**config.mk**
```make
export PLATFORM = sky130hd
export DESIGN_NAME = clkmgra_lock_ctrl
export DESIGN_NICKNAME = d
export VERILOG_FILES = /design/src/rtl/clkmgra_lock_ctrl_pkg.sv /design/src/rtl/clkmgra_sync2.sv /design/src/rtl/clkmgra_lock_ctrl.sv
export SDC_FILE = /design/constraint.sdc
export NUM_CORES = 1
export LEC_CHECK = 0
export ABC_AREA = 1
export CAP_MARGIN = 20
export CORE_MARGIN = 2
export CORE_UTILIZATION = 50
export CTS_CLUSTER_SIZE = 14
export DETAILED_ROUTE_END_ITERATION = 10
export GPL_TIMING_DRIVEN = 0
export PLACE_DENSITY = 0.77
export SYNTH_ARGS = -nofsm -noshare
export SYNTH_HDL_FRONTEND = slang
export SYNTH_SLANG_ARGS = --single-unit
```
**constraint.sdc**
```tcl
create_clock -name CLK -period 6.09 [get_ports CLK]
set_input_delay 0.609 -clock CLK [delete_from_list [all_inputs] [get_ports CLK]]
set_output_delay 0.609 -clock CLK [all_outputs]
set_load 0.01 [all_outputs]
```
**src/rtl/clkmgra_lock_ctrl_pkg.sv**
```systemverilog
// Shared definitions for the clock-manager reset/lock sequencer: state
// encodings and the sizing rule for the shared down-counter.
package clkmgra_lock_ctrl_pkg;

    typedef enum logic [2:0] {
        ST_IDLE      = 3'd0,
        ST_RESET     = 3'd1,
        ST_WAIT_LOCK = 3'd2,
        ST_STABLE    = 3'd3,
        ST_RUN       = 3'd4,
        ST_FAIL      = 3'd5
    } state_e;

    // The counter is loaded with (cycles - 1), so clog2 of the largest
    // window is enough bits.
    function automatic int cnt_width(input int a, input int b, input int c);
        int m;
        m = a;
        if (b > m) m = b;
        if (c > m) m = c;
        return (m < 2) ? 1 : $clog2(m);
    endfunction

endpackage

```
**src/rtl/clkmgra_sync2.sv**
```systemverilog
// Two-flop synchronizer with asynchronous active-low reset to 0, for
// asynchronous status inputs such as a clock manager's LOCKED.
module clkmgra_sync2 (
    input  logic clk_i,
    input  logic rst_ni,
    input  logic d_i,
    output logic q_o
);

    logic meta_q;
    logic sync_q;

    always_ff @(posedge clk_i or negedge rst_ni) begin
        if (!rst_ni) begin
            meta_q <= 1'b0;
            sync_q <= 1'b0;
        end else begin
            meta_q <= d_i;
            sync_q <= meta_q;
        end
    end

    assign q_o = sync_q;

endmodule

```
**src/rtl/clkmgra_lock_ctrl.sv**
```systemverilog
// Reset and lock sequencer for a DCM/MMCM wrapper: pulses the manager reset,
// debounces LOCKED, and holds downstream logic in reset until clocks are stable.
module clkmgra_lock_ctrl
    import clkmgra_lock_ctrl_pkg::*;
#(
    parameter int RST_CYCLES    = 16,
    parameter int LOCK_TIMEOUT  = 65536,
    parameter int STABLE_CYCLES = 1024,
    parameter int MAX_RETRY     = 7
) (
    input  logic       CLK,
    input  logic       RESET_N,
    input  logic       ENABLE,
    input  logic       RESTART,
    output logic       MGR_RST,
    input  logic       MGR_LOCKED,
    output logic       DOWN_RST_N,
    output logic       CLK_READY,
    output logic       FAIL,
    output logic [3:0] RETRY_CNT,
    output logic [7:0] LOSS_CNT,
    output logic [2:0] STATE
);

    localparam int CW = cnt_width(RST_CYCLES, LOCK_TIMEOUT, STABLE_CYCLES);
    localparam logic [CW-1:0] LD_RST    = CW'(RST_CYCLES - 1);
    localparam logic [CW-1:0] LD_WAIT   = CW'(LOCK_TIMEOUT - 1);
    localparam logic [CW-1:0] LD_STABLE = CW'(STABLE_CYCLES - 1);
    localparam logic [3:0]    RETRY_MAX = 4'(MAX_RETRY);

    state_e        state_q, state_d;
    logic [CW-1:0] cnt_q, cnt_d;
    logic [3:0]    retry_q, retry_d, retry_inc;
    logic [7:0]    loss_q, loss_d;
    logic          mgr_rst_q, down_rst_n_q, clk_ready_q, fail_q;
    logic          locked_s;
    state_e        fail_tgt;

    clkmgra_sync2 u_lock_sync (
        .clk_i  (CLK),
        .rst_ni (RESET_N),
        .d_i    (MGR_LOCKED),
        .q_o    (locked_s)
    );

    // ENABLE is a level with top priority; RESTART is a one-cycle pulse
    // that is only acted on in FAIL.
    always_comb begin
        state_d   = state_q;
        cnt_d     = cnt_q;
        retry_d   = retry_q;
        loss_d    = loss_q;
        retry_inc = retry_q + 4'd1;
        fail_tgt  = ((MAX_RETRY != 0) && (retry_inc == RETRY_MAX)) ? ST_FAIL : ST_RESET;

        if (!ENABLE) begin
            state_d = ST_IDLE;
            retry_d = '0;
        end else begin
            case (state_q)
                ST_IDLE:      state_d = ST_RESET;
                ST_RESET:     if (cnt_q == '0) state_d = ST_WAIT_LOCK;
                ST_WAIT_LOCK: begin
                    if (locked_s) begin
                        state_d = ST_STABLE;
                    end else if (cnt_q == '0) begin
                        retry_d = retry_inc;
                        state_d = fail_tgt;
                    end
                end
                ST_STABLE: begin
                    // A dropout on the final counted cycle still fails the attempt.
                    if (!locked_s) begin
                        retry_d = retry_inc;
                        state_d = fail_tgt;
                    end else if (cnt_q == '0) begin
                        retry_d = '0;
                        state_d = ST_RUN;
                    end
                end
                ST_RUN: begin
                    if (!locked_s) begin
                        state_d = ST_RESET;
                        if (loss_q != 8'hFF) loss_d = loss_q + 8'd1;
                    end
                end
                ST_FAIL: begin
                    if (RESTART) begin
                        retry_d = '0;
                        state_d = ST_RESET;
                    end
                end
                default: state_d = ST_IDLE;
            endcase
        end

        if (state_d != state_q) begin
            case (state_d)
                ST_RESET:     cnt_d = LD_RST;
                ST_WAIT_LOCK: cnt_d = LD_WAIT;
                ST_STABLE:    cnt_d = LD_STABLE;
                default:      cnt_d = '0;
            endcase
        end else if (cnt_q != '0) begin
            cnt_d = cnt_q - 1'b1;
        end
    end

    // Outputs are decoded from the next state so they move with STATE.
    always_ff @(posedge CLK or negedge RESET_N) begin
        if (!RESET_N) begin
            state_q      <= ST_IDLE;
            cnt_q        <= '0;
            retry_q      <= '0;
            loss_q       <= '0;
            mgr_rst_q    <= 1'b1;
            down_rst_n_q <= 1'b0;
            clk_ready_q  <= 1'b0;
            fail_q       <= 1'b0;
        end else begin
            state_q      <= state_d;
            cnt_q        <= cnt_d;
            retry_q      <= retry_d;
            loss_q       <= loss_d;
            mgr_rst_q    <= (state_d == ST_IDLE) || (state_d == ST_RESET) || (state_d == ST_FAIL);
            down_rst_n_q <= (state_d == ST_RUN);
            clk_ready_q  <= (state_d == ST_RUN);
            fail_q       <= (state_d == ST_FAIL);
        end
    end

    assign MGR_RST    = mgr_rst_q;
    assign DOWN_RST_N = down_rst_n_q;
    assign CLK_READY  = clk_ready_q;
    assign FAIL       = fail_q;
    assign RETRY_CNT  = retry_q;
    assign LOSS_CNT   = loss_q;
    assign STATE      = state_q;

endmodule

```
## After elaboration in Yosys (flattened, before gate mapping)

Index checks and enable logic that the tools add are counted.

| cells by class | value |
|---|---|
| add/sub/neg operators | 3 |
| eq/ne operators | 18 |
| reductions and logical operators | 9 |
| bitwise operators | 1 |
| multiplexer cells | 20 |

Operator list:

| kind | number |
|---|---|
| $pmux 16 s3 | 1 |
| $mux 16 | 2 |
| $mux 3 | 9 |
| $mux 4 | 6 |
| $pmux 3 s6 | 1 |
| $logic_not 16->1 | 1 |
| $reduce_bool 16->1 | 1 |
| $sub 16x1->16 const B | 1 |
| $eq 3x2->1 const B | 4 |
| $eq 3x3->1 const B | 4 |
| $pmux 4 s3 | 1 |
| $ne 3x3->1 const B | 3 |
| $add 8x1->8 const B | 1 |
| $ne 8x8->1 const B | 1 |
| $eq 3x1->1 const B | 2 |
| $logic_not 3->1 | 2 |
| $reduce_and 5->1 | 1 |
| $add 4x1->4 const B | 1 |
| $eq 4x3->1 const B | 1 |
| $ne 4x1->1 const B | 1 |
| $ne 4x4->1 const B | 1 |
| $reduce_and 4->1 | 1 |
| $ne 3x3->1 | 1 |
| $logic_or 1x1->1 | 2 |
| 2 further kinds | 2 |

| word-level totals | value |
|---|---|
| output and inout port bits | 19 |
| register bits | 36 |
| input bits | 5 |

## Depth between registers and ports, before layout

| logic depth | value |
|---|---|
| depth after elaboration | 10 |
| mapped depth | 17 |

## Cells and area by module

Synthesis repeated with hierarchy kept, for this count alone.

| unflattened totals | value |
|---|---|
| cells, all modules | 270 |
| area total of the unflattened synthesis | 2,228.4 um^2 |

Modules (own cells, without submodules):

| module | area each (um^2) | cells each | times used |
|---|---|---|---|
| clkmgra_lock_ctrl | 2,178.3 | 268 | 1 |
| clkmgra_sync2 | 50.0 | 2 | 1 |

## Worst setup path after synthesis

Ideal clock, no wire load.

| timing | value |
|---|---|
| path type | register -> register |
| from | register cnt_q[0] |
| to | register cnt_q[10] |
| arrival time | 1.902 ns |
| setup time | 0.113 ns |
| data required time | 5.977 ns |
| buffers on the path | 0 |
| cell stages (with the launch flop) | 18 |
| clock period less this slack | 2.014 ns |
| setup slack | 4.076 ns |
| path through | dfrtp_1 inv_1 ha_1 nand2_2 nor2_2 nand2_2 nand2_1 nand2_1 nand3_2 nand2_1 nand2_1 nand2_2 nor2_8 nand2_4 nor2_8 inv_2 nand2_1 inv_1 |

| on the way | value |
|---|---|
| word-level cells in the longest chain between the ends | 8 |
| elaborated cells on any way between the ends | 18 |
| those cells by class | add/sub (1); eq/ne (4); mux (10); reduce/logical (3) |

RTL lines:

| element | RTL line | RTL |
|---|---|---|
| start, declared | clkmgra_lock_ctrl.sv:32 | `logic [CW-1:0] cnt_q, cnt_d;` |
| start signal, assigned | clkmgra_lock_ctrl.sv:122 | `cnt_q <= cnt_d;` |
| $logic_not 16->1 | clkmgra_lock_ctrl.sv:62, clkmgra_lock_ctrl.sv:66, clkmgra_lock_ctrl.sv:76 |  |
| $mux 3 (on tied branches) | clkmgra_lock_ctrl.sv:76, clkmgra_lock_ctrl.sv:66 |  |
| $mux 3 (on tied branches) | clkmgra_lock_ctrl.sv:73, clkmgra_lock_ctrl.sv:64 |  |
| $pmux 3 s6 | clkmgra_lock_ctrl.sv:60 | `case (state_q)` |
| $mux 3 | clkmgra_lock_ctrl.sv:56 | `if (!ENABLE) begin` |
| $eq 3x2->1 / $eq 3x1->1 (equally long branches) | clkmgra_lock_ctrl.sv:98 | `case (state_d)` |
| $pmux 16 s3 | clkmgra_lock_ctrl.sv:98 |  |
| $mux 16 | clkmgra_lock_ctrl.sv:97 | `if (state_d != state_q) begin` |

Several ways; a longest one is shown, not always the timed one. The select of a mux whose other input is x is not followed.
A chain may end at the register's enable or synchronous reset.

## Worst setup path after layout

| timing | value |
|---|---|
| from | register cnt_q[0] |
| to | register cnt_q[12] |

The elaborated chain is that of the path after synthesis.

==> flow_summary.yaml <==
outcome:
  status: "finished clean"
timing:
  post-route-period-util_pct: 38.7
  setup-violations-final: 0
  fmax_mhz: 424
  worstMarginPinSlew_ns: 0.775
  clock_skew_ns: 0.00708
  tns_ns: 0
  drv_slew: 0
  slew_headroom_pct: 48.3
  rsz0062_at_grt: "no"
  worst_hold_slack_ns: 0.355
  fin_crit_ns: 2.36
  finalHoldViolCount: 0
cts:
  cts.reportedPaths.clkPinSlew_ns: 0.08
  cts_resized: 0
  clock_latency_ns: 0.29
  cts_tree: "built"
  cts-htree-levels: 2
  cts_sinks: 36
  hold_buffers: 0
  postCtsSetupRepairBufs: 0
  clock-root-buffer: "clkbuf_8"
  cts_buffers: 5
  clock_path_buffers: 2
synthesis:
  syn_inst: 268
  yosys_warnings: 0
  ys_seq_area_share_pct: 41.8
  synth.most_common_cell: "nand2_1"
  avgSynthCellArea_um2: 8.06
  async_flop_share_pct: 100
  synth_compound_area_share_pct: 4.87
  synth_edf_count: 0
  synthFlopType: "dfrtp_1"
  yosys.area_share.simple_pct: 33.5
  yosysTopAreaCellShare_pct: 40.6
  postSynthNetCount: 277
  synth_adder_area_share_pct: 2.32
  synth_common_cells: "49 x nand2_1, 35 x dfrtp_1, 35 x inv_1, 34 x nand3_1, 31 x nor2_1"
  netlist_top_cells_area: "dfrtp_1 41%, nand2_1 8.5%, nand3_1 7.9%"
  synth_top_cell_by_area: "dfrtp_1"
  synth_area_um2: 2160
  synthMuxAreaShare_pct: 0.521
  ys_seq_elements: 36
  synth_cell_types: 31
  synth_top_family_by_area: "simple AND/OR/NAND/NOR gates"
  synth_xor_area_share_pct: 8.92
grt:
  grt_usage_pct: 19.5
  grt_pass1_vias: 1723
  overflow: 0
  grt_antenna_before_repair: 0
  grt_pass1_wl_um: 7580
  grt_max_degree: 37
power_and_ir_drop:
  p_per_area_nw_per_um2: 387
  total_power_mw: 0.989
  clkPwrFrac_pct: 21.5
  ir_worst_vdd_v: 0.000196
  p_seq_share_pct: 33.6
  p_comb_share_pct: 44.8
  switchingPower_mw: 0.412
  p_int_mw: 0.577
  power.leakage_nw: 1.33
  swShare_pct: 41.6
setup_path:
  path_max_fanout: 9
  path_buf_inv: 3
  end_kind: "flop"
  cp.required_ns: 6.28
  critPathTopFamily: "simple AND/OR/NAND/NOR gates"
  cp_common_cell: "nand2_2"
  cp_slowest_cell: "dfrtp_1"
  crit_type: "reg2reg"
  setup.worst_path.start_class: "flop"
  cpPeakStageDelay_ns: 0.38
  arrival_ns: 2.55
  path_cells: "inv_1 > ha_1 > nand2_2 > nor2_4 > nand3_4 > nand2_2 > nand3_2 > nand3_2 > nand2_2 > nor2_8 > nand2_4 > nor2_8 > inv_2 > nand2_1 > inv_1"
hold_path:
  hold_path.class: "reg2reg"
floorplanning:
  die_area_um2: 4860
  die_h_um: 69.7
  core_area_um2: 4090
  dieWidth_um: 69.7
  start_util_pct: 52.8
  num_io_pins: 24
  rows: 23
routing:
  ant_nets: 0
  drt-initial-drc-count: 96
  wl_per_cell_um: 12.6
  drt-total-wl_um: 4390
  drt_first_pass_iters: 4
  via_per_inst: 5.19
  route.detailed.drc: 0
  dr_total_vias: 1813
placement:
  place.gp.congestion: 0.850
  dp_hpwl_um: 3120
  portBuffers: 23
cells_and_area:
  final_util_pct: 62.6
  area_growth_pct: 18.5
  antennaDiodeCount: 0
  layout-drive-gt1-share_pct: 12.7
  final_net_count: 307
flow_run:
  cap_viol_max_count: 0
## power by group through the flow
stage               combinational (mW)  sequential, mW  clock, mW
detailed placement               0.442           0.335          0
global route                     0.508           0.339      0.229
CTS                              0.447           0.332      0.215
floorplan                        0.362           0.329          0
finish                           0.444           0.333      0.213
global placement                 0.430           0.335          0
## cell usage in the layout, fill, tap and decap left out, types with 3 or more instances in the layout
cell,synthesis,final
nand2_1,49,49
dfrtp_1,35,35
inv_1,35,35
nand3_1,34,34
nor2_1,31,31
clkdlybuf4s50_1,0,22
xor2_1,15,15
a21oi_1,9,9
nand2_2,8,8
xnor2_1,7,7
o21ai_0,6,6
nor3_1,5,5
clkbuf_8,0,5
ha_1,4,4
nand4_1,3,3
buf_2,2,3
nand3_2,3,3
## flip-flops by register name, indices dropped and copies added, names as in the netlist
register,flops
FAIL,1
LOSS_CNT,8
MGR_RST,1
u_lock_sync.meta_q,1
STATE,3
RETRY_CNT,4
CLK_READY,1
u_lock_sync.q_o,1
cnt_q,16
## layer usage
metal | vias up | track usage [%] | share of wire (%)
met3 | 8 | 4.36 | 5.2
met5 | - | 0 | 0
met4 | 0 | 7.26 | 1.7
met2 | 46 | 31.1 | 46
met1 | 853 | 25.9 | 47
li1 | 906 | - | -
## final timing paths
check / from / end / slack (ns) / cells past startpoint
max: cnt_q[0] / cnt_q[12] / 3.73 / 15
min reg2reg: u_lock_sync.meta_q / u_lock_sync.q_o / 0.36 / 0
min in group asynchronous: RESET_N / LOSS_CNT[0] / 0.39 / 1
max in group asynchronous: RESET_N / cnt_q[9] / 5.21 / 1
min: u_lock_sync.meta_q / u_lock_sync.q_o / 0.36 / 0
max reg2reg: cnt_q[0] / cnt_q[12] / 3.73 / 15
## area by class of cell
cell class                      count  area [um2]
Fill cell                         366        1530
Multi-Input combinational cell    190        1080
Sequential cell                    36         902
Timing Repair Buffer               23         225
Inverter                           37         139
Clock buffer                        5        68.8
Tap cell                           50        62.6
Clock inverter                      3        42.5
Buffer                              5        36.3
## kinds of logic after synthesis
| family | count (synthesis) |
|---|---|
| buffers and inverters | 42 |
| adders and majority gates | 4 |
| AOI/OAI and AO/OA | 19 |
| and+or+nand+nor | 144 |
| DFF | 36 |
| muxes | 1 |
| xor gates and xnor gates | 22 |
## stage by stage
step / area (um2) / instances / worst slack (ns)
after CTS: 2560 / 349 / 3.74
after detailed placement: 2450 / 341 / 3.67
after global placement: 2450 / 341 / 3.66
after floorplan: 2160 / 268 / 4.08
final: 2560 / 349 / 3.73
after global routing: 2560 / 349 / 3.57
(Power assumes the default switching activity.)
